### src/rtl/branch_predictor.sv
// Fetch-side branch predictor: direct-mapped 2-bit saturating counters with a
// tagged branch target buffer, plus resolved-branch / mispredict counters.
module branch_predictor #(
  parameter int IDX_W = 6
) (
  input  logic        clk,
  input  logic        rst_n,
  output logic        ready,
  input  logic [31:0] pred_pc,
  output logic        pred_taken,
  output logic [31:0] pred_target,
  input  logic        upd_valid,
  input  logic [31:0] upd_pc,
  input  logic        upd_br_en,
  input  logic [31:0] upd_target,
  input  logic        upd_pred_taken,
  input  logic [31:0] upd_pred_target,
  output logic [31:0] branch_count,
  output logic [31:0] mispredict_count
);

  localparam int DEPTH = 2 ** IDX_W;
  localparam int TAG_W = 30 - IDX_W;

  typedef enum logic {INIT, RUN} state_t;

  state_t           state, state_next;
  logic [IDX_W-1:0] init_idx, init_idx_next;
  logic             ready_next;

  logic [1:0]       cnt_q    [DEPTH];
  logic [DEPTH-1:0] valid_q;
  logic [TAG_W-1:0] tag_q    [DEPTH];
  logic [31:0]      target_q [DEPTH];

  logic [IDX_W-1:0] pred_idx, upd_idx;
  logic [TAG_W-1:0] pred_tag, upd_tag;
  logic             pred_hit;
  logic             upd_en, realloc, mispredict;
  logic [1:0]       cnt_base, cnt_new;
  logic             unused_pc_bits;

  assign unused_pc_bits = ^{pred_pc[1:0], upd_pc[1:0]};

  // Prediction reads registered table state only, so a same-cycle update is not bypassed.
  assign pred_idx    = pred_pc[IDX_W+1:2];
  assign pred_tag    = pred_pc[31:IDX_W+2];
  assign pred_hit    = valid_q[pred_idx] && (tag_q[pred_idx] == pred_tag);
  assign pred_taken  = ready && pred_hit && cnt_q[pred_idx][1];
  assign pred_target = pred_taken ? target_q[pred_idx] : pred_pc + 32'd4;

  assign upd_idx    = upd_pc[IDX_W+1:2];
  assign upd_tag    = upd_pc[31:IDX_W+2];
  assign upd_en     = (state == RUN) && upd_valid;
  assign realloc    = !valid_q[upd_idx] || (tag_q[upd_idx] != upd_tag);
  assign mispredict = (upd_pred_taken != upd_br_en) ||
                      (upd_pred_taken && upd_br_en && (upd_pred_target != upd_target));

  // A reallocated entry restarts from weakly-not-taken before the step.
  always_comb begin
    cnt_base = realloc ? 2'b01 : cnt_q[upd_idx];
    cnt_new  = cnt_base;
    if (upd_br_en) begin
      if (cnt_base != 2'b11) cnt_new = cnt_base + 2'b01;
    end else begin
      if (cnt_base != 2'b00) cnt_new = cnt_base - 2'b01;
    end
  end

  always_comb begin
    state_next    = state;
    init_idx_next = init_idx;
    ready_next    = ready;
    if (state == INIT) begin
      init_idx_next = init_idx + 1'b1;
      if (&init_idx) begin
        state_next = RUN;
        ready_next = 1'b1;
      end
    end
  end

  always_ff @(posedge clk) begin
    if (!rst_n) begin
      state            <= INIT;
      init_idx         <= '0;
      ready            <= 1'b0;
      branch_count     <= '0;
      mispredict_count <= '0;
    end else begin
      state    <= state_next;
      init_idx <= init_idx_next;
      ready    <= ready_next;
      if (upd_en) begin
        if (branch_count != 32'hFFFF_FFFF) branch_count <= branch_count + 32'd1;
        if (mispredict && (mispredict_count != 32'hFFFF_FFFF))
          mispredict_count <= mispredict_count + 32'd1;
      end
    end
  end

  // Table contents are not reset directly; the INIT sweep clears them one entry per cycle.
  always_ff @(posedge clk) begin
    if (rst_n) begin
      if (state == INIT) begin
        cnt_q[init_idx]   <= 2'b01;
        valid_q[init_idx] <= 1'b0;
      end else if (upd_valid) begin
        cnt_q[upd_idx] <= cnt_new;
        if (upd_br_en) begin
          valid_q[upd_idx]  <= 1'b1;
          tag_q[upd_idx]    <= upd_tag;
          target_q[upd_idx] <= upd_target;
        end else if (realloc) begin
          valid_q[upd_idx] <= 1'b0;
        end
      end
    end
  end

endmodule

### config.mk
export PLATFORM = sky130hd
export DESIGN_NAME = branch_predictor
export DESIGN_NICKNAME = d
export VERILOG_FILES = /design/src/rtl/branch_predictor.sv
export SDC_FILE = /design/constraint.sdc
export NUM_CORES = 2
export LEC_CHECK = 0
export ABC_CLOCK_PERIOD_IN_PS = 7810
export BUFFER_PORTS_ARGS = -buffer_cell sky130_fd_sc_hd__buf_4
export CORE_MARGIN = 2
export CORE_UTILIZATION = 40
export CTS_BUF_LIST = sky130_fd_sc_hd__clkbuf_8
export DETAILED_ROUTE_END_ITERATION = 10
export PLACE_DENSITY = 0.57
export SYNTH_ARGS = -nofsm -noshare
export SYNTH_HDL_FRONTEND = slang
export SYNTH_SLANG_ARGS = --single-unit
### constraint.sdc
create_clock -name clk -period 7.81 [get_ports clk]
set_input_delay 0.781 -clock clk [delete_from_list [all_inputs] [get_ports clk]]
set_output_delay 0.781 -clock clk [all_outputs]
set_load 0.01 [all_outputs]
Word level (Yosys, flattened, before mapping)
Memories as Yosys holds them, arrays and structs flattened.
Cells that the tools add are included.
{"block": "totals", "elab_cells": 88, "mem_count": 3, "in_bits": 133, "ramBits": 3712, "ff_bits": 136}
{"name": "target_q", "words": 64, "word_bits": 32, "rd": 1, "rd_clocked_by_memory_dff": 0, "wr": 1, "line_no": "34", "rtl": "logic [31:0] target_q [DEPTH];"}
{"name": "tag_q", "words": 64, "word_bits": 24, "rd": 2, "rd_clocked_by_memory_dff": 0, "wr": 1, "line_no": "33", "rtl": "logic [TAG_W-1:0] tag_q [DEPTH];"}
{"name": "cnt_q", "words": 64, "word_bits": 2, "rd": 2, "rd_clocked_by_memory_dff": 0, "wr": 1, "line_no": "31", "rtl": "logic [1:0] cnt_q [DEPTH];"}
{"block": "op_classes", "n_eq_ne": 9, "addsub": 6, "magnitude_cmp": 5, "reduce_logical": 19, "mux": 34, "n_bitwise": 6}
{"op": "$mux W64", "n": 4}
{"op": "$and A64 B64 Y64", "n": 2}
{"op": "$not A64 Y64", "n": 2}
{"op": "$add A32 B1 Y32 const B", "n": 2}
{"op": "$ne A32 B32 Y1 const B", "n": 2}
{"op": "$or A64 B64 Y64", "n": 1}
{"op": "$add A32 B3 Y32 const B", "n": 1}
{"op": "$mux W32", "n": 1}
{"op": "$ne A32 B32 Y1", "n": 1}
{"op": "$eq A24 B24 Y1", "n": 1}
{"op": "$ne A24 B24 Y1", "n": 1}
{"op": "$lt A6 B7 Y1 const B", "n": 3}
{"op": "$mux W1", "n": 19}
{"op": "$bmux W1 S6", "n": 2}
{"op": "$demux W1 S6", "n": 2}
{"op": "$ge A6 B1 Y1 const B", "n": 2}
{"op": "$mux W2", "n": 5}
{"op": "$logic_and A1 B1 Y1", "n": 9}
{"op": "$reduce_and A7 Y1", "n": 1}
{"op": "$add A6 B1 Y6 const B", "n": 1}
{"op": "$mux W6", "n": 1}
{"op": "$reduce_and A6 Y1", "n": 1}
{"op": "$ne A2 B2 Y1 const B", "n": 2}
{"op": "$reduce_and A2 Y1", "n": 2}
{"op": "10 further kinds", "n": 11}

Depth between registers and ports, before layout
{"block": "depth", "ltp_word": 10, "mapped_depth": 18}

Worst setup path before layout
OpenSTA, ideal clock, no wires.
{"block": "synth_path", "path_kind": "input to register", "start": "in upd_pc[3]", "end": "mem cnt_q[0][0], data pin", "arrival_ns": 5.314, "setup_ns": 0.530, "n_path_buf": 7, "t_required_ns": 7.280, "setup_slack_ns": 1.966, "stages": 14, "path_cell_list": "buf_2 > buf_6 > buf_6 > buf_4 > buf_2 > buf_2 > buf_1 > mux2_2 > a221oi_1 > a21oi_1 > a221oi_1 > o221ai_1 > maj3_1 > o21bai_1"}
{"block": "synth_between", "elab_chain_len": 9}
{"item": "from (decl)", "line_no": "13", "rtl": "input logic [31:0] upd_pc,"}
{"item": "parallel branches: the longest is 4 deep, another holds $mem_v2 Z64 W24"}
{"item": "$mux W2 (*)", "line_no": "61", "rtl": "cnt_base = realloc ? 2'b01 : cnt_q[upd_idx];"}
{"item": "$sub A2 B1 Y2, or another cell as far along", "line_no": "66", "rtl": "if (cnt_base != 2'b00) cnt_new = cnt_base - 2'b01;"}
{"item": "$mux W2 (on tied branches)", "line_no": "66, 64"}
{"item": "$mux W2 (*)", "line_no": "63", "rtl": "if (upd_br_en) begin"}
{"item": "$mux W2 (no source line) (*)"}
{"item": "to (decl)", "line_no": "31"}
Mark *: on every way between the ends. The select of a mux whose other input is x is not followed.

Worst setup path after layout
{"block": "layout_path", "start": "in pred_pc[2]", "end": "out pred_target[10]"}
{"block": "layout_between", "elab_chain_len": 6}
{"item": "from (decl)", "line_no": "9", "rtl": "input logic [31:0] pred_pc,"}
{"item": "$mem_v2 Z64 W24 / $bmux W1 S6 (equally long branches)"}
{"item": "$eq A24 B24 Y1 / $mux W1 (equally long branches)", "line_no": "48", "rtl": "assign pred_hit = valid_q[pred_idx] && (tag_q[pred_idx] == pred_tag);"}
{"item": "$logic_and A1 B1 Y1", "line_no": "48"}
{"item": "$logic_and A1 B1 Y1 (2 in series)", "line_no": "49", "rtl": "assign pred_taken = ready && pred_hit && cnt_q[pred_idx][1];"}
{"item": "$mux W32 (*)", "line_no": "50", "rtl": "assign pred_target = pred_taken ? target_q[pred_idx] : pred_pc + 32'd4;"}
{"item": "to (decl)", "line_no": "11", "rtl": "output logic [31:0] pred_target,"}
Mark *: on every way between the ends. The rest lies on a longest branch, timed or not. The select of a mux whose other input is x is not followed.

==> impl_results.md <==
* Outcome: finished, violations left
* Tmin final at 7.16 ns
* Max stage delay on crit path at 0.62 ns
* Final non-filler cell total at 15,311
* RSZ-0062 raised after global routing: no
* Initial antenna violation count at 57
* Most frequent cells in the layout: edfxtp_1, mux4_2, clkbuf_8
* First-pass GRT wire length at just over 800,000 µm
* DP Worst Slack at 0.809 ns
* Largest net degree at the start of global routing at 114
* Met2 usage at 44.4%
* Mapped Avg Cell Area at 19.0 µm²
* FF-to-FF setup slack at 2.69 ns
* Worst-margin pin slew at 1.55 ns
* Top FF cell, synth: edfxtp_1
* Slew margin rel. at -3.70%
* VDD IR-drop max at around 0.00019 V
* Slowest cell on the critical path: nor3_1
* Final GP Congestion at about 0.95
* Worst path arrival time at 6.38 ns
* Synthesized area at 164,000 µm²
* WL/cell at ~40 µm
* Maximum clock rate at between 100 and 150 MHz
* Clk Latency, worst-skew pair at roughly 1.3 ns
* Power per Cell Area at between 200 and 250 nW/µm²
* GR peak layer: met2
* Synth async-reset ratio at 0%
* Vias at 101,396
* EDFF count, synth at approximately 3,800
* Final Max Tran Viols at 17
* Layout Skew at 0.126 ns
* Req. time, crit path at 7.03 ns
* Sequential area share after synthesis at 69.8%
* Post-CTS Setup Bufs at 0
* Vias per cell at 6.62
* Chip width at 645 µm
* Rows at about 240
* CTS root buf: clkbuf_8
* Lkg Pwr at 60.1 nW
* Crit end category: primary output
* Clock tree buffer depth at 4
* Post-Synthesis Cells at 8,640
* CTS H-tree lvls at 6
* Tot GR Track Use at 28.9%
* Fin crit share at 91.6%
* Failing checks: DRC, capacitance limit, slew limit
* I/O Pins at 231
* Gr ovfl total at 0
* Final-report hold violation count at 0
* Vias in the first global route at 98,560
* Drc violations at 1
* Most common cell after layout, fill and taps aside: edfxtp_1
* Area share of fa/ha/maj cells after synthesis at 0.0441%
* DR pass1 iterations at 11
* Clock Sinks at 3,848
* Post-Syn Nets at 8,778
* Simple-gate portion of the synthesized area at 3.46%
* P&R area growth vs syn at 13.6%
* Final wirelength at a little over 600,000 µm
* Main combinational cell family by area after synthesis: multiplexers
* TritonCTS clock tree: yes
* GR Layer Usage met3 at 7.60%
* Setup TNS at 0 ns
* # Max-Cap Violations at 1
* Final net count at 9,473
* ANT nets after route at 0
* Worst hold path type: in -> reg
* Final Worst Setup Slack at approximately 0.65 ns
* Die Y-Extent at ~650 µm
* Worst Hold Margin at around 0.084 ns
* Post-synthesis compound-gate area fraction at 5.27%
* TritonCTS buffer count at 650
* Cts hold-fix bufs at 31
* Total core area at 410,000 µm²
* FF+latch count, synth at 3,848
* I/O Buffers at 228
* Placed cell count at 14,102
* Xor and xnor area share after synthesis at less than 1%
* Ratio of cells with drive above 1 in the final layout at between 20% and 30%
* CTS clock-pin slew for the worst setup and hold paths at 0.06 ns
* Cell variety after synth at 87
* Worst-path cell chain: buf_16, buf_4, buf_4, mux4_2, a22o_1, a221oi_1, o22ai_1, nor3_1, buf_4, xor2_1, nand4bb_1, or4_4, buf_12, mux2_4, buf_4
* Design Area, Final at about 190,000 µm²
* CP delay by family, top: buffers and inverters
* Initial core utilization at 40.1%
* Critical path's most frequent cell: buf_4
* # setup viols final at 0
* Post-DP HPWL at 357,000 µm
* Die area at between 400,000 and 500,000 µm²
* Placed cell areas at around 170,000 µm²
* CP startpoint kind: input pin
* GRT met1 Usage at 37.4%
* Yosys warning count at 0
* Post_cts resized at 0
* Bufs and invs on worst path at 6
* Crit path max fanout at 68
* Critical path class: in -> out
* Multiplexer area fraction after synthesis at 18.6%
* DRT iter0 DRCs at about 17,000
## state kept, by name, indices dropped and copies added (netlist names), named ones only
signal	cells
tag_q	1536
ready	1
branch_count	32
state	1
target_q	2048
init_idx	6
cnt_q	128
mispredict_count	32
## synth_stat cells (34+ instances only)
master | instances | area [µm²]
a21oi_1 | 105 | 526
a221o_1 | 37 | 370
a221oi_1 | 148 | 1300
a22o_1 | 91 | 797
a22oi_1 | 168 | 1260
and2_1 | 69 | 432
buf_1 | 59 | 221
buf_2 | 187 | 936
buf_4 | 39 | 293
buf_6 | 34 | 383
clkbuf_1 | 289 | 1080
dfxtp_1 | 72 | 1440
edfxtp_1 | 3776 | 113000
mux2_2 | 69 | 777
mux2i_1 | 370 | 3700
mux4_2 | 1143 | 25700
nand2_1 | 308 | 1160
nand3_1 | 150 | 751
nand4_1 | 43 | 269
nor2_1 | 295 | 1110
nor2b_1 | 45 | 282
nor3_1 | 72 | 360
o211ai_1 | 67 | 503
o21ai_0 | 216 | 1080
o22ai_1 | 156 | 976
xnor2_1 | 74 | 648
xor2_1 | 77 | 674
## metrics by stage
step	total power, mW	utilization (%)
finish	42.6	45.6
global route	43.7	45.6
CTS	42.7	45.6
detailed placement	26.1	42.6
global placement	26.0	42.6
floorplan	24.7	-
## per-layer routing
| metal | part of all wire [%] | up-vias |
|---|---|---|
| li1 | - | 37990 |
| met1 | 36 | 53613 |
| met2 | 45 | 7880 |
| met3 | 12 | 1889 |
| met4 | 6.5 | 24 |
| met5 | 0.039 | - |
## cells by family (layout without fill, tap and decap cells)
| family | after synthesis | in the layout |
|---|---|---|
| flops | 3848 | 3848 |
| mux | 1611 | 1611 |
| compound gates | 1211 | 1211 |
| simple gates | 1169 | 1169 |
| buf+inv | 644 | 1833 |
| xor+xnor | 151 | 151 |
| fa+ha+maj | 6 | 6 |
| other cells | 0 | 31 |
## cell type report
class | count | area (µm²)
inverters | 29 | 123
repair buffers | 658 | 6100
well taps | 5451 | 6820
clock inverters | 491 | 2710
flip-flops and latches | 3848 | 115000
fillers | 34745 | 223000
multi-input cells | 4148 | 47100
clock buffers | 655 | 9010
diodes | 31 | 77.6
## worst reg2reg max path, cell delays in order, from the launching register on
cell       delay, ns
edfxtp_1        0.39
mux4_2          0.52
a22oi_1         0.32
a22oi_1         0.16
a21oi_1         0.26
xnor2_2         0.33
a2111oi_2       1.20
nand4_1         0.61
nand4bb_1       0.40
nand3_2         0.09
buf_4           0.50
## final timing paths
| kind | start | endpoint | depth (start not counted) |
|---|---|---|---|
| hold / removal | upd_pc[27] | tag_q[27][19] | 1 |
| setup / recovery | pred_pc[2] | pred_target[10] | 15 |
| setup reg to reg | tag_q[35][16] | cnt_q[55][1] | 10 |
| hold reg to reg | ready | ready | 1 |
## power breakdown
part           total [mW]  internal [mW]  switching (mW)
logic                3.02           1.09            1.93
clock network        16.8           8.33            8.52
registers            22.7           22.7          0.0323
(Power assumes the default switching activity.)
